**src/rtl/mem_stage_pkg.sv**
```systemverilog
// mem_stage_pkg -- shared definitions for the MEM pipeline stage.
//   DW_DEF / RW_DEF : default data/address and register-index widths
//   state_e         : MEM-stage access FSM states
//   wb_ctrl_t       : MEM/WB control bits, with the bubble value
package mem_stage_pkg;

    localparam int DW_DEF = 64;
    localparam int RW_DEF = 5;

    typedef enum logic [1:0] {
        IDLE   = 2'd0,
        ACCESS = 2'd1,
        RESP   = 2'd2
    } state_e;

    typedef struct packed {
        logic regwrite;
        logic memtoreg;
    } wb_ctrl_t;

    // A bubble writes nothing back.
    localparam wb_ctrl_t WB_CTRL_BUBBLE = '{regwrite: 1'b0, memtoreg: 1'b0};

endpackage

```
**src/rtl/mem_stage_if.sv**
```systemverilog
// mem_stage_if -- data-memory request/acknowledge bus.
//   req, we, addr, wdata : request side, driven by the MEM stage (master)
//   ack, rdata           : response side, driven by the memory (slave)
interface mem_stage_if
    import mem_stage_pkg::*;
#(
    parameter int DW = DW_DEF
);
    logic          req;
    logic          we;
    logic [DW-1:0] addr;
    logic [DW-1:0] wdata;
    logic          ack;
    logic [DW-1:0] rdata;

    modport master (output req, we, addr, wdata, input ack, rdata);
    modport slave  (input req, we, addr, wdata, output ack, rdata);
endinterface

```
**src/rtl/mem_wb_reg.sv**
```systemverilog
// mem_wb_reg -- MEM/WB pipeline register.
//   clk, reset        : clock, asynchronous active-high reset
//   load              : 1 = capture the *_in values, 0 = insert a bubble
//   ctrl_in, rd_in    : write-back control and destination register
//   rdata_in, alu_in  : memory read data and ALU result
//   wb_*              : registered outputs
// A bubble clears control and rd but leaves the data outputs untouched.
module mem_wb_reg
    import mem_stage_pkg::*;
#(
    parameter int DW = DW_DEF,
    parameter int RW = RW_DEF
) (
    input  logic          clk,
    input  logic          reset,
    input  logic          load,
    input  wb_ctrl_t      ctrl_in,
    input  logic [RW-1:0] rd_in,
    input  logic [DW-1:0] rdata_in,
    input  logic [DW-1:0] alu_in,
    output logic          wb_regwrite,
    output logic          wb_memtoreg,
    output logic [RW-1:0] wb_rd,
    output logic [DW-1:0] wb_rdata,
    output logic [DW-1:0] wb_alu
);
    wb_ctrl_t      ctrl_q, ctrl_d;
    logic [RW-1:0] rd_q, rd_d;
    logic [DW-1:0] rdata_q, rdata_d;
    logic [DW-1:0] alu_q, alu_d;

    always_comb begin
        // NOTE: every signal assigned here gets a default first, so no path leaves it unassigned and no latch is inferred.
        ctrl_d  = WB_CTRL_BUBBLE;
        rd_d    = '0;
        rdata_d = rdata_q;
        alu_d   = alu_q;
        if (load) begin
            ctrl_d  = ctrl_in;
            rd_d    = rd_in;
            rdata_d = rdata_in;
            alu_d   = alu_in;
        end
    end

    always_ff @(posedge clk or posedge reset) begin
        // NOTE: flops use non-blocking assignments so every register samples pre-edge values regardless of process order.
        if (reset) begin
            ctrl_q  <= WB_CTRL_BUBBLE;
            rd_q    <= '0;
            rdata_q <= '0;
            alu_q   <= '0;
        end else begin
            ctrl_q  <= ctrl_d;
            rd_q    <= rd_d;
            rdata_q <= rdata_d;
            alu_q   <= alu_d;
        end
    end

    assign wb_regwrite = ctrl_q.regwrite;
    assign wb_memtoreg = ctrl_q.memtoreg;
    assign wb_rd       = rd_q;
    assign wb_rdata    = rdata_q;
    assign wb_alu      = alu_q;
endmodule

```
**src/rtl/mem_stage.sv**
```systemverilog
// mem_stage -- MEM pipeline stage: data-memory handshake FSM, branch
// resolution and the MEM/WB register.
//   clk, reset              : clock, asynchronous active-high reset
//   in_*                    : EX/MEM register outputs
//   stall                   : hold EX/MEM and upstream stages this cycle
//   pcsrc, br_target, flush : branch decision, target, IF/ID+ID/EX flush
//   dmem (master)           : data-memory request/ack bus
//   wb_*                    : MEM/WB register outputs
//   misalign_err            : sticky misaligned-access flag (only when
//                             MEM_MISALIGN_CHECK_EN is defined)
// Optional feature macro: MEM_MISALIGN_CHECK_EN.
module mem_stage
    import mem_stage_pkg::*;
#(
    parameter int DW = DW_DEF,
    parameter int RW = RW_DEF
) (
    input  logic          clk,
    input  logic          reset,
    input  logic          in_valid,
    input  logic          in_branch,
    input  logic          in_memread,
    input  logic          in_memwrite,
    input  logic          in_memtoreg,
    input  logic          in_regwrite,
    input  logic          in_zero,
    input  logic [DW-1:0] in_pcsum,
    input  logic [DW-1:0] in_alu,
    input  logic [DW-1:0] in_wdata,
    input  logic [RW-1:0] in_rd,
    output logic          stall,
    output logic          pcsrc,
    output logic [DW-1:0] br_target,
    output logic          flush,
    mem_stage_if.master   dmem,
    output logic          wb_regwrite,
    output logic          wb_memtoreg,
    output logic [RW-1:0] wb_rd,
`ifdef MEM_MISALIGN_CHECK_EN
    output logic          misalign_err,
`endif
    output logic [DW-1:0] wb_rdata,
    output logic [DW-1:0] wb_alu
);
    state_e        state_q, state_d;
    logic          req_q, req_d;
    logic          we_q, we_d;
    logic [DW-1:0] addr_q, addr_d;
    logic [DW-1:0] wdata_q, wdata_d;
    logic [DW-1:0] rdata_q, rdata_d;
    logic          is_load_q, is_load_d;
    wb_ctrl_t      ctrl_q, ctrl_d;
    logic [RW-1:0] rd_q, rd_d;

    logic          mem_op, misaligned, accept;
    logic          wb_load;
    wb_ctrl_t      wb_ctrl_in;
    logic [RW-1:0] wb_rd_in;
    logic [DW-1:0] wb_rdata_in, wb_alu_in;

    assign mem_op = in_valid & (in_memread | in_memwrite);

`ifdef MEM_MISALIGN_CHECK_EN
    logic err_q, err_d;
    assign misaligned = mem_op & (in_alu[2:0] != 3'b000);
    assign err_d      = err_q | ((state_q == IDLE) & misaligned);

    always_ff @(posedge clk or posedge reset) begin
        if (reset) err_q <= 1'b0;
        else       err_q <= err_d;
    end
    assign misalign_err = err_q;
`else
    assign misaligned = 1'b0;
`endif

    // A memory op is only taken from IDLE; a misaligned one is dropped.
    assign accept = (state_q == IDLE) & mem_op & ~misaligned;

    // State register.
    always_ff @(posedge clk or posedge reset) begin
        if (reset) state_q <= IDLE;
        else       state_q <= state_d;
    end

    // Next-state logic; ack only matters while a request is outstanding.
    always_comb begin
        state_d = state_q;
        case (state_q)
            IDLE:    if (accept)   state_d = ACCESS;
            ACCESS:  if (dmem.ack) state_d = RESP;
            RESP:                  state_d = IDLE;
            default:               state_d = IDLE;
        endcase
    end

    // Held access: captured at acceptance, stable throughout ACCESS.
    always_comb begin
        req_d     = (state_d == ACCESS);
        we_d      = we_q;
        addr_d    = addr_q;
        wdata_d   = wdata_q;
        rdata_d   = rdata_q;
        is_load_d = is_load_q;
        ctrl_d    = ctrl_q;
        rd_d      = rd_q;
        if (accept) begin
            we_d      = in_memwrite;
            addr_d    = in_alu;
            wdata_d   = in_wdata;
            // memread+memwrite together behaves as a plain store.
            is_load_d = in_memread & ~in_memwrite;
            ctrl_d    = '{regwrite: in_regwrite, memtoreg: in_memtoreg};
            rd_d      = in_rd;
        end
        if ((state_q == ACCESS) && dmem.ack) begin
            rdata_d = is_load_q ? dmem.rdata : '0;
            we_d    = 1'b0;
        end
    end

    always_ff @(posedge clk or posedge reset) begin
        if (reset) begin
            req_q     <= 1'b0;
            we_q      <= 1'b0;
            addr_q    <= '0;
            wdata_q   <= '0;
            rdata_q   <= '0;
            is_load_q <= 1'b0;
            ctrl_q    <= WB_CTRL_BUBBLE;
            rd_q      <= '0;
        end else begin
            req_q     <= req_d;
            we_q      <= we_d;
            addr_q    <= addr_d;
            wdata_q   <= wdata_d;
            rdata_q   <= rdata_d;
            is_load_q <= is_load_d;
            ctrl_q    <= ctrl_d;
            rd_q      <= rd_d;
        end
    end

    // Output logic: stall and MEM/WB source select.
    always_comb begin
        stall       = 1'b0;
        wb_load     = 1'b0;
        wb_ctrl_in  = '{regwrite: in_regwrite, memtoreg: in_memtoreg};
        wb_rd_in    = in_rd;
        wb_rdata_in = '0;
        wb_alu_in   = in_alu;
        case (state_q)
            IDLE: begin
                stall   = accept;
                wb_load = in_valid & ~mem_op;
            end
            ACCESS: stall = 1'b1;
            RESP: begin
                wb_load     = 1'b1;
                wb_ctrl_in  = ctrl_q;
                wb_rd_in    = rd_q;
                wb_rdata_in = rdata_q;
                wb_alu_in   = addr_q;
            end
            default: ;
        endcase
    end

    // While stalled, EX/MEM holds a memory op, so a branch is never taken then.
    assign pcsrc     = in_valid & in_branch & in_zero & ~stall;
    assign flush     = pcsrc;
    assign br_target = in_pcsum;

    assign dmem.req   = req_q;
    assign dmem.we    = we_q;
    assign dmem.addr  = addr_q;
    assign dmem.wdata = wdata_q;

    mem_wb_reg #(.DW(DW), .RW(RW)) u_mem_wb_reg (
        .clk         (clk),
        .reset       (reset),
        .load        (wb_load),
        .ctrl_in     (wb_ctrl_in),
        .rd_in       (wb_rd_in),
        .rdata_in    (wb_rdata_in),
        .alu_in      (wb_alu_in),
        .wb_regwrite (wb_regwrite),
        .wb_memtoreg (wb_memtoreg),
        .wb_rd       (wb_rd),
        .wb_rdata    (wb_rdata),
        .wb_alu      (wb_alu)
    );
endmodule

```
**src/flat_wrapper.sv**
```systemverilog
// flat-port wrapper written by rule: the top's interface ports become plain ports
module mem_stage_flat import mem_stage_pkg::*;
#(
    parameter int DW = DW_DEF,
    parameter int RW = RW_DEF
)
  (clk, reset, in_valid, in_branch, in_memread, in_memwrite, in_memtoreg, in_regwrite, in_zero, in_pcsum, in_alu, in_wdata, in_rd, stall, pcsrc, br_target, flush, wb_regwrite, wb_memtoreg, wb_rd, wb_rdata, wb_alu, dmem_req, dmem_we, dmem_addr, dmem_wdata, dmem_ack, dmem_rdata);
  mem_stage_if #(.DW(DW)) dmem_i ();
  input  logic clk;
  input  logic reset;
  input  logic in_valid;
  input  logic in_branch;
  input  logic in_memread;
  input  logic in_memwrite;
  input  logic in_memtoreg;
  input  logic in_regwrite;
  input  logic in_zero;
  input  logic [DW-1:0] in_pcsum;
  input  logic [DW-1:0] in_alu;
  input  logic [DW-1:0] in_wdata;
  input  logic [RW-1:0] in_rd;
  output logic stall;
  output logic pcsrc;
  output logic [DW-1:0] br_target;
  output logic flush;
  output logic wb_regwrite;
  output logic wb_memtoreg;
  output logic [RW-1:0] wb_rd;
  output logic [DW-1:0] wb_rdata;
  output logic [DW-1:0] wb_alu;
  output wire logic [$bits(dmem_i.req)-1:0] dmem_req;
  output wire logic [$bits(dmem_i.we)-1:0] dmem_we;
  output wire logic [$bits(dmem_i.addr)-1:0] dmem_addr;
  output wire logic [$bits(dmem_i.wdata)-1:0] dmem_wdata;
  input wire logic [$bits(dmem_i.ack)-1:0] dmem_ack;
  input wire logic [$bits(dmem_i.rdata)-1:0] dmem_rdata;
  assign dmem_req = dmem_i.req;
  assign dmem_we = dmem_i.we;
  assign dmem_addr = dmem_i.addr;
  assign dmem_wdata = dmem_i.wdata;
  assign dmem_i.ack = dmem_ack;
  assign dmem_i.rdata = dmem_rdata;
  mem_stage #(.DW(DW), .RW(RW)) u_core (.clk(clk), .reset(reset), .in_valid(in_valid), .in_branch(in_branch), .in_memread(in_memread), .in_memwrite(in_memwrite), .in_memtoreg(in_memtoreg), .in_regwrite(in_regwrite), .in_zero(in_zero), .in_pcsum(in_pcsum), .in_alu(in_alu), .in_wdata(in_wdata), .in_rd(in_rd), .stall(stall), .pcsrc(pcsrc), .br_target(br_target), .flush(flush), .dmem(dmem_i), .wb_regwrite(wb_regwrite), .wb_memtoreg(wb_memtoreg), .wb_rd(wb_rd), .wb_rdata(wb_rdata), .wb_alu(wb_alu));
endmodule
```
**config.mk**
```make
export PLATFORM = sky130hd
export DESIGN_NAME = mem_stage_flat
export DESIGN_NICKNAME = d
export VERILOG_FILES = /design/src/rtl/mem_stage_pkg.sv /design/src/rtl/mem_stage_if.sv /design/src/rtl/mem_wb_reg.sv /design/src/rtl/mem_stage.sv /design/src/flat_wrapper.sv
export SDC_FILE = /design/constraint.sdc
export NUM_CORES = 1
export LEC_CHECK = 0
export BUFFER_PORTS_ARGS = -buffer_cell sky130_fd_sc_hd__clkbuf_2
export CAP_MARGIN = 30
export CORE_AREA = 2 2 233 235
export CTS_CLUSTER_SIZE = 20
export DETAILED_ROUTE_END_ITERATION = 10
export DIE_AREA = 0 0 235 237
export PLACE_DENSITY_LB_ADDON = 0.1
export SLEW_MARGIN = 25
export SYNTH_ARGS = -nofsm -noshare
export SYNTH_HDL_FRONTEND = slang
export SYNTH_SLANG_ARGS = --single-unit
```
**constraint.sdc**
```tcl
create_clock -name clk -period 11.2 [get_ports clk]
set_input_delay 2.24 -clock clk [delete_from_list [all_inputs] [get_ports clk]]
set_output_delay 2.24 -clock clk [all_outputs]
set_load 0.05 [all_outputs]
```
# Word-level counts from Yosys, hierarchy flattened
# Cells that the tools add are included.
dict set report word_totals {
  regBits 339
  in_bits 271
  out_inout_bits 332
}
dict set report classes {
  eq_ne 3
  muxes 14
  bitwise 11
  n_reduce_logical 3
}
# op n
set ops {}
lappend ops {{$mux 64} 3}
lappend ops {{$mux 5} 2}
lappend ops {{$mux 2} 4}
lappend ops {{$and 1x1->1} 7}
lappend ops {{$eq 2x1->1 const B} 2}
lappend ops {{$pmux 1 s2} 2}
lappend ops {{$pmux 2 s2} 1}
lappend ops {{$not 1->1} 3}
lappend ops {{$eq 2x2->1 const B} 1}
lappend ops {{$logic_not 2->1} 1}
lappend ops {{$mux 1} 2}
lappend ops {{$reduce_bool 2->1} 1}
lappend ops {{$logic_and 1x1->1} 1}
lappend ops {{$or 1x1->1} 1}

# Logic depth before layout (Yosys ltp)
# Gate-level depths: netlist of the first run.
dict set report depth {
  ltp_word 6
  ltp_mapped 7
  ltp_nobuf 3
}

# Modules after synthesis
# A second synthesis of the first run with hierarchy kept.
dict set report hier_totals {
  cells_unflattened 1087
  area_unflattened_um2 14970.6
}
# mod n_inst cells_per_inst area_each_um2 seq_area_each_um2
set modules_own_cells {}
lappend modules_own_cells {mem_stage 1 801 9823.2 5104.9}
lappend modules_own_cells {mem_wb_reg 1 286 5147.4 3378.2}

# Least setup slack after synthesis of the first run
# OpenSTA, ideal clock, no wires.
dict set report synth_timing {
  path_type {input to output}
  start {in in_memread}
  end {out pcsrc}
  t_arrival_ns 4.238
  required_time_ns 8.960
  setup_slack_ns 4.722
  cell_stages 5
  n_path_buf 2
  path_cell_list {nor2_1 -> nor3_2 -> buf_2 -> nor3b_1 -> buf_4}
}
dict set report synth_between {
  elab_chain_cells 6
}
# item line_no
set synth_lines {}
lappend synth_lines {{start, declared} flat_wrapper.sv:13} ;# input logic in_memread;
lappend synth_lines {{$or 1x1->1} mem_stage.sv:61} ;# assign mem_op = in_valid & (in_memread | in_memwrite);
lappend synth_lines {{$and 1x1->1} mem_stage.sv:61}
lappend synth_lines {{$and 1x1->1} mem_stage.sv:78} ;# assign accept = (state_q == IDLE) & mem_op & ~misaligned;
lappend synth_lines {{$pmux 1 s2} mem_stage.sv:152} ;# case (state_q)
lappend synth_lines {{$not 1->1} mem_stage.sv:170} ;# assign pcsrc = in_valid & in_branch & in_zero & ~stall;
lappend synth_lines {{$and 1x1->1} mem_stage.sv:170}
lappend synth_lines {{end, declared} flat_wrapper.sv:23} ;# output logic pcsrc;
# Every way passes these cells.

# Worst setup path in the final report of the first run
dict set report layout_timing {
  start {in in_memwrite}
  end {out stall}
}
dict set report layout_between {
  elab_chain_cells 4
}
# item line_no
set layout_lines {}
lappend layout_lines {{start, declared} flat_wrapper.sv:14} ;# input logic in_memwrite;
lappend layout_lines {{$or 1x1->1} mem_stage.sv:61}
lappend layout_lines {{$and 1x1->1} mem_stage.sv:61}
lappend layout_lines {{$and 1x1->1} mem_stage.sv:78}
lappend layout_lines {{$pmux 1 s2} mem_stage.sv:152}
lappend layout_lines {{end, declared} flat_wrapper.sv:22} ;# output logic stall;
# Every way passes these cells.

==> results.py, run 1 <==
metrics = {
    "drt": {
        "firstDrtPassIters": 6,
        "vias": 9356,
        "detail-route-antenna-nets": 0,
        "wirelength_mm": 41.6,
        "drt_first_iter_violations": 327,
        "drc_errors": 0,
        "vias_per_cell": 4.33,
        "wl_per_cell_um": 19.3,
    },
    "synth": {
        "synth_area_um2": 14200,
        "synthCells": 1031,
        "synth_cell_types": 24,
        "ys.warnings.count": 0,
        "yosys_register_bits": 339,
        "synth_top_area_share_pct": 59.9,
        "yosysTopAreaCell": "dfrtp_1",
        "ys_seq_area_share_pct": 59.9,
        "syn_avg_cell_area_um2": 13.7,
        "syn-num-nets": 1302,
        "synth_area_leaders": "dfrtp_1 60%, mux2_1 9.4%, mux2_4 7.0%, mux2_2 6.4%, buf_4 4.5%",
    },
    "layout": {
        "layout_commonest_cell": "clkbuf_2",
        "final_cell_mix": "474 x clkbuf_2, 338 x dfrtp_1, 144 x nand2_1",
        "drive_gt1_share_pct": 47.9,
        "fillCellCount": 5421,
        "multi_input_area_um2": 4800,
        "area_delta_synth_final_pct": 27.2,
        "antenna_cells": 0,
        "nNetsFinal": 1706,
        "fin_cells": 2161,
        "seqCellArea_um2": 8480,
    },
    "worst_hold_path": {
        "worst_hold_startpoint": "u_core.rdata_q[47]",
        "hp-class": "register to register",
        "min_path_cells": 2,
        "whs_endpoint": "u_core.rdata_q[47]",
    },
    "global_routing": {
        "overflow": 0,
        "grt_pass1_vias": 9862,
        "antenna_found_initial": 5,
        "grt_max_degree": 98,
        "track_usage_pct": 14.8,
        "grt_pass1_wl_mm": 63.5,
    },
    "critical_path": {
        "reg2reg_to": "u_core.u_mem_wb_reg.wb_alu[41]",
        "endpoint_kind": "primary output",
        "reg2regPathDepth": 4,
        "cp_cell_sequence": "clkbuf_2 > nor2_1 > or3_4 > nand2_1 > clkbuf_2",
        "start_kind": "input port",
        "crit_top_cell": "clkbuf_2",
        "cp_max_fo": 28,
        "reg2reg_from": "u_core.state_q[0]",
        "critPathSlowestCell": "or3_4",
        "worstSetupPathType": "input port to primary output",
        "arrival_ns": 3.48,
        "max_stage_delay_ns": 0.60,
        "reg2reg_setup_slack_ns": 8.26,
        "cp.required_ns": 8.96,
    },
    "power": {
        "vdd.ir_drop.worst_v": 0.000112,
        "p_int_w": 0.00315,
        "clockPowerShare_pct": 21.8,
        "leakage_nw": 8.97,
        "p_sw_share_pct": 46.3,
        "combPwrFrac_pct": 44.2,
        "p_sw_w": 0.00271,
        "pwr-share-seq_pct": 34.0,
        "powerDensity_nw_per_um2": 325,
    },
    "placement": {
        "place_inst": 2085,
        "io_buffers": 474,
        "dpl.hpwl_mm": 28.4,
        "place_congestion": 0.719,
    },
    "timing": {
        "finalSetupViolCount": 0,
        "rsz0062_at_grt": "false",
        "finClkSkew_ns": 0.0141,
        "period_share_pct": 51.1,
        "tns_ns": 0,
        "layout_min_cycle_time_ns": 5.72,
        "hold_viol": 0,
        "fmax_ghz": 0.175,
        "tightestPinTransition_ns": 0.912,
        "slew_headroom_pct": 39.2,
        "slew_violations": 0,
    },
    "clock_tree": {
        "cts_root_buf": "clkbuf_16",
        "insertion_delay_ns": 0.55,
        "cts_buffer_depth": 3,
        "path_clk_slew_ns": 0.06,
        "htree_levels": 2,
        "cts-resized-gates": 0,
        "cts_tree": "yes",
        "hold_buffers": 0,
        "cts_setup_buffers": 0,
        "cts.sinks": 339,
        "cts_buffers": 42,
    },
    "floorplanning": {
        "die_area_um2": 55700,
        "rows": 85,
        "die_h_um": 237,
        "fp.dieW_um": 235,
        "io_pins": 603,
        "floorplan.initialDensity_pct": 26.6,
        "core_area_um2": 53300,
    },
    "run": {
        "maxCapViolations": 0,
    },
    "run_status": {
        "outcome": "complete, no violations",
    },
}
final cells by class:
class | count | area share, %
flip-flops and latches | 339 | 47.1
inverters | 3 | 0.0834
clock inverters | 7 | 0.215
well taps | 696 | 4.84
multi-input cells | 557 | 26.6
clock buffers | 67 | 6.86
repair buffers | 492 | 14.2
worst max-delay path: cells and delay by family:
kind / cells / cell delay [ns]
AND/OR/NAND/NOR: 3 / 0.82
buffers and inverters: 2 / 0.39
worst max-delay path by stage:
| stage | from | to | slack [ns] | cells after the start |
|---|---|---|---|---|
| 2_1_floorplan | reset | u_core.ctrl_q[0] | 4.43 | 1 |
| 3_3_place_gp | in_memread | stall | 5.44 | 5 |
| 3_5_place_dp | in_memwrite | stall | 5.45 | 5 |
| 4_1_cts | in_memwrite | stall | 5.45 | 5 |
| 5_1_grt | in_memwrite | stall | 5.37 | 5 |
| 6_report | in_memwrite | stall | 5.48 | 5 |
layer usage:
metal | vias up | share of wire (%) | track usage [%]
li1 | 4322 | - | -
met1 | 4630 | 44 | 19.2
met2 | 316 | 46 | 22.7
met3 | 80 | 8.0 | 5.50
met4 | 8 | 2.6 | 5.16
met5 | - | 0.13 | 0
synthesized netlist by cell type:
cell        n
a21oi_1     7
a22o_1     64
buf_2      14
buf_4      84
buf_6       7
clkbuf_1   27
dfrtp_1   339
inv_1       3
mux2_1    118
mux2_2     80
mux2_4     66
mux2i_1     1
nand2_1   144
nand2b_1    2
nand2b_4    1
nand3_1     1
nand3b_1    1
nor2_1      1
nor2b_1     1
nor3_2      1
nor3b_1     1
o21ai_0    66
o31a_1      1
or3_1       1
per-stage QoR:
stage	instance area, um^2	total power (W)	worst slack [ns]	utilization (%)	hold slack (ns)
after CTS	18000	0.00596	5.45	33.7	0.484
after global routing	18000	0.00617	5.37	33.8	0.499
after floorplan	14200	0.00401	4.43	-	0.450
after detailed placement	16700	0.00464	5.45	31.3	0.471
final	18000	0.00586	5.48	33.8	0.479
after global placement	16700	0.00462	5.44	31.3	0.461
flip-flops by register name, indices dropped and copies added (netlist names):
name and cells:
u_core.u_mem_wb_reg.wb_rdata 64, u_core.dmem.addr 64, u_core.dmem.req 1, u_core.rdata_q 64, u_core.is_load_q 1, u_core.u_mem_wb_reg.wb_rd 5, u_core.ctrl_q 2, u_core.dmem.wdata 64
u_core.u_mem_wb_reg.wb_memtoreg 1, u_core.u_mem_wb_reg.wb_regwrite 1, u_core.dmem.we 1, u_core.rd_q 5, u_core.state_q 2, u_core.u_mem_wb_reg.wb_alu 64
kinds of logic after synthesis:
| family | after synthesis | synth area share (%) |
|---|---|---|
| mux | 265 | 22.8 |
| simple gates | 154 | 4.33 |
| buf+inv | 135 | 6.30 |
| flops | 339 | 59.9 |
| compound gates | 138 | 6.60 |
power groups by stage:
stage	logic, W	registers [W]	clock network, W
after floorplan	0.000703	0.00330	0
after global placement	0.00262	0.00200	0
after detailed placement	0.00263	0.00201	0
after CTS	0.00263	0.00200	0.00134
after global routing	0.00273	0.00206	0.00139
final	0.00259	0.00199	0.00128
(Power assumes the default switching activity.)
==> inputs of run 2 (changes only) <==
- ABC_AREA: default -> 1
- CORE_AREA: 2 2 233 235 -> 2 2 234 236
- DIE_AREA: 0 0 235 237 -> 0 0 236 238
- clock period: 11.2 -> 4.8 ns (I/O delays scaled with it)
==> run 2 against run 1 <==
Power increased by 130%. Largest cell class unchanged. Largest power group unchanged. Worst setup slack got worse by 3.6 ns. Register-to-register slack worse by 6.3 ns. Critical endpoint is now pcsrc. Highest routed layer unchanged. Die area up 0.85%. Sequential share of layout area decreased by 1.2 points. Critical path depth unchanged. Global-route usage rose by 2.8 points. Via count is 35% higher. Clock power rose by 150%. Synthesized area increased by 2.5%. Sequential cell count unchanged.
==> results.py, run 2 <==
metrics = {
    "floorplanning": {
        "core_area_um2": 53500,
        "rows": 85,
        "die_area_um2": 56200,
        "die_h_um": 238,
        "io_pins": 603,
        "floorplan.initialDensity_pct": 27.1,
        "fp.dieW_um": 236,
    },
    "synth": {
        "synth_edf_count": 0,
        "synth_area_leaders": "dfrtp_1 58%, nand2_1 16%, nand3_1 11%, o21ai_0 4.7%, buf_4 3.4%",
        "ys.warnings.count": 0,
        "synth_area_um2": 14500,
        "synth_cell_types": 15,
        "synth.most_common_cell": "nand2_1",
        "synthAdderAreaFrac_pct": 0,
        "synth_top_area_share_pct": 58.5,
        "syn-num-nets": 1966,
        "synth_compound_area_share_pct": 4.72,
        "synth_top_flop_cell": "dfrtp_1",
        "synth_mux_area_share_pct": 0,
        "synth_top_family_by_area": "simple AND/OR/NAND/NOR gates",
        "yosys.area_share.xor_xnor_pct": 0,
        "synthCells": 1695,
        "yosysTopAreaCell": "dfrtp_1",
        "yosys.area_share.simple_pct": 27.6,
        "synth_common_cells": "616 x nand2_1, 339 x dfrtp_1, 327 x nand3_1",
        "ys_seq_area_share_pct": 58.5,
        "yosys_register_bits": 339,
        "async_flop_share_pct": 100,
        "syn_avg_cell_area_um2": 8.56,
    },
    "critical_path": {
        "start_kind": "register",
        "max_stage_delay_ns": 0.50,
        "worstSetupPathType": "register to primary output",
        "cp_cell_sequence": "inv_1 > nand2_1 > nand2_1 > nor2_1 > clkbuf_2",
        "cp_max_fo": 3,
        "reg2reg_setup_slack_ns": 1.93,
        "cpLargestDelayFamily": "flip-flops",
        "endpoint_kind": "primary output",
        "arrival_ns": 1.94,
        "crit_top_cell": "nand2_1",
        "path_buf_inv": 2,
        "cp.required_ns": 3.84,
        "critPathSlowestCell": "dfrtp_1",
    },
    "layout": {
        "final_cell_mix": "614 x nand2_1, 474 x clkbuf_2, 338 x dfrtp_1",
        "fin_cells": 2780,
        "drive_gt1_share_pct": 27.5,
        "area_delta_synth_final_pct": 27.3,
        "nNetsFinal": 2321,
        "layout_commonest_cell": "nand2_1",
        "final_util_pct": 34.5,
    },
    "timing": {
        "slew_violations": 0,
        "finalSetupViolCount": 0,
        "rsz0062_at_grt": "false",
        "finClkSkew_ns": 0.0150,
        "hold_viol": 0,
        "period_share_pct": 60.4,
        "fmax_ghz": 0.345,
        "layout_min_cycle_time_ns": 2.90,
        "slew_headroom_pct": 39.9,
        "tightestPinTransition_ns": 0.902,
    },
    "placement": {
        "io_buffers": 474,
        "dpl.hpwl_mm": 33.1,
        "place_inst": 2701,
        "place_congestion": 0.797,
    },
    "drt": {
        "vias": 12600,
        "wl_per_cell_um": 18.1,
        "drt_first_iter_violations": 744,
        "wirelength_mm": 50.4,
        "firstDrtPassIters": 5,
        "vias_per_cell": 4.54,
        "drc_errors": 0,
        "detail-route-antenna-nets": 0,
    },
    "power": {
        "leakage_nw": 10.1,
        "vdd.ir_drop.worst_v": 0.000303,
        "powerDensity_nw_per_um2": 741,
    },
    "global_routing": {
        "use_met3_pct": 5.66,
        "grt_pass1_wl_mm": 76.9,
        "grt_pass1_vias": 12300,
        "antenna_found_initial": 5,
        "track_usage_pct": 17.6,
        "met2_usage_pct": 28.1,
        "grtUsageMet1_pct": 22.5,
        "grt_busiest_layer": "met2",
        "overflow": 0,
        "grt_max_degree": 147,
    },
    "clock_tree": {
        "path_clk_slew_ns": 0.06,
        "cts-resized-gates": 0,
        "cts_root_buf": "clkbuf_16",
        "htree_levels": 2,
        "hold_buffers": 0,
        "cts_buffers": 42,
        "insertion_delay_ns": 0.56,
        "cts.sinks": 339,
        "cts_setup_buffers": 0,
        "cts_buffer_depth": 3,
        "cts_tree": "yes",
    },
    "run": {
        "maxCapViolations": 0,
    },
    "run_status": {
        "outcome": "complete, no violations",
    },
    "worst_hold_path": {
        "hp-class": "input port to async pin",
    },
}
[run 2: cell types whose count changed in the layout (fill, tap and decap cells not counted), sizes merged, moves of 7 or more]
cell | previous run | this run
a22o | 64 | 0
a21oi | 7 | 0
mux2 | 264 | 0
o21ai | 66 | 137
inv | 3 | 80
nand3 | 1 | 328
nand2 | 144 | 617
[run 2: cells by family (layout without fill, tap and decap cells)]
logic type,count (synthesis),count (layout)
and+or+nand+nor,952,952
DFF,339,339
buffers and inverters,267,654
AOI/OAI and AO/OA,137,137
other,0,2
[run 2: power breakdown]
group / leakage (nW) / total, W / switching [W] / internal (W)
logic: 5.05 / 0.00593 / 0.00473 / 0.00121
registers: 4.33 / 0.00456 / 0.000635 / 0.00393
clock network: 0.689 / 0.00318 / 0.00125 / 0.00193
total: 10.1 / 0.0137 / 0.00662 / 0.00706
[run 2: layer usage]
| layer | wire length, um | vias to the layer above |
|---|---|---|
| met2 | 23600 | 446 |
| met4 | 1500 | 6 |
| met1 | 21200 | 6013 |
| met3 | 4070 | 93 |
| met5 | 33 | - |
| li1 | - | 6071 |
[run 2: final timing paths]
path / startpoint / end / depth (start not counted)
max in group asynchronous: reset / u_core.dmem.wdata[11] / 3
min in group clk: u_core.dmem.wdata[0] / u_core.dmem.wdata[0] / 2
max: u_core.state_q[1] / pcsrc / 5
min reg2reg: u_core.dmem.wdata[0] / u_core.dmem.wdata[0] / 2
min: reset / u_core.u_mem_wb_reg.wb_alu[7] / 2
max reg2reg: u_core.state_q[0] / u_core.u_mem_wb_reg.wb_alu[22] / 6
[run 2: layout make-up]
class,instances,area [um^2]
Antenna cell,2,5.00
Clock buffer,69,1320
Clock inverter,7,63.8
Fill cell,5585,35000
Inverter,81,309
Multi-Input combinational cell,1089,4730
Sequential cell,339,8480
Tap cell,696,871
Timing Repair Buffer,497,2680
[run 2: through the flow]
step / cell area (um^2) / setup WS, ns / total power [W] / hold slack, ns / TNS (ns)
6_report: 18500 / 1.90 / 0.0137 / 0.436 / 0
5_1_grt: 18500 / 1.67 / 0.0145 / 0.435 / 0
4_1_cts: 18400 / 1.83 / 0.0139 / 0.400 / 0
3_5_place_dp: 17100 / 1.44 / 0.0106 / 0.465 / 0
3_3_place_gp: 17000 / 1.50 / 0.0106 / 0.462 / 0
2_1_floorplan: 14500 / -0.693 / 0.00899 / 0.449 / -234.78
[run 2: worst reg2reg max path: stages, from the launching register on]
cell and delay (ns):
dfrtp_1 0.55, inv_1 0.18, nand2_8 0.67, nand2_2 0.72, buf_4 0.48, nand2_1 0.11
nand2_1 0.05
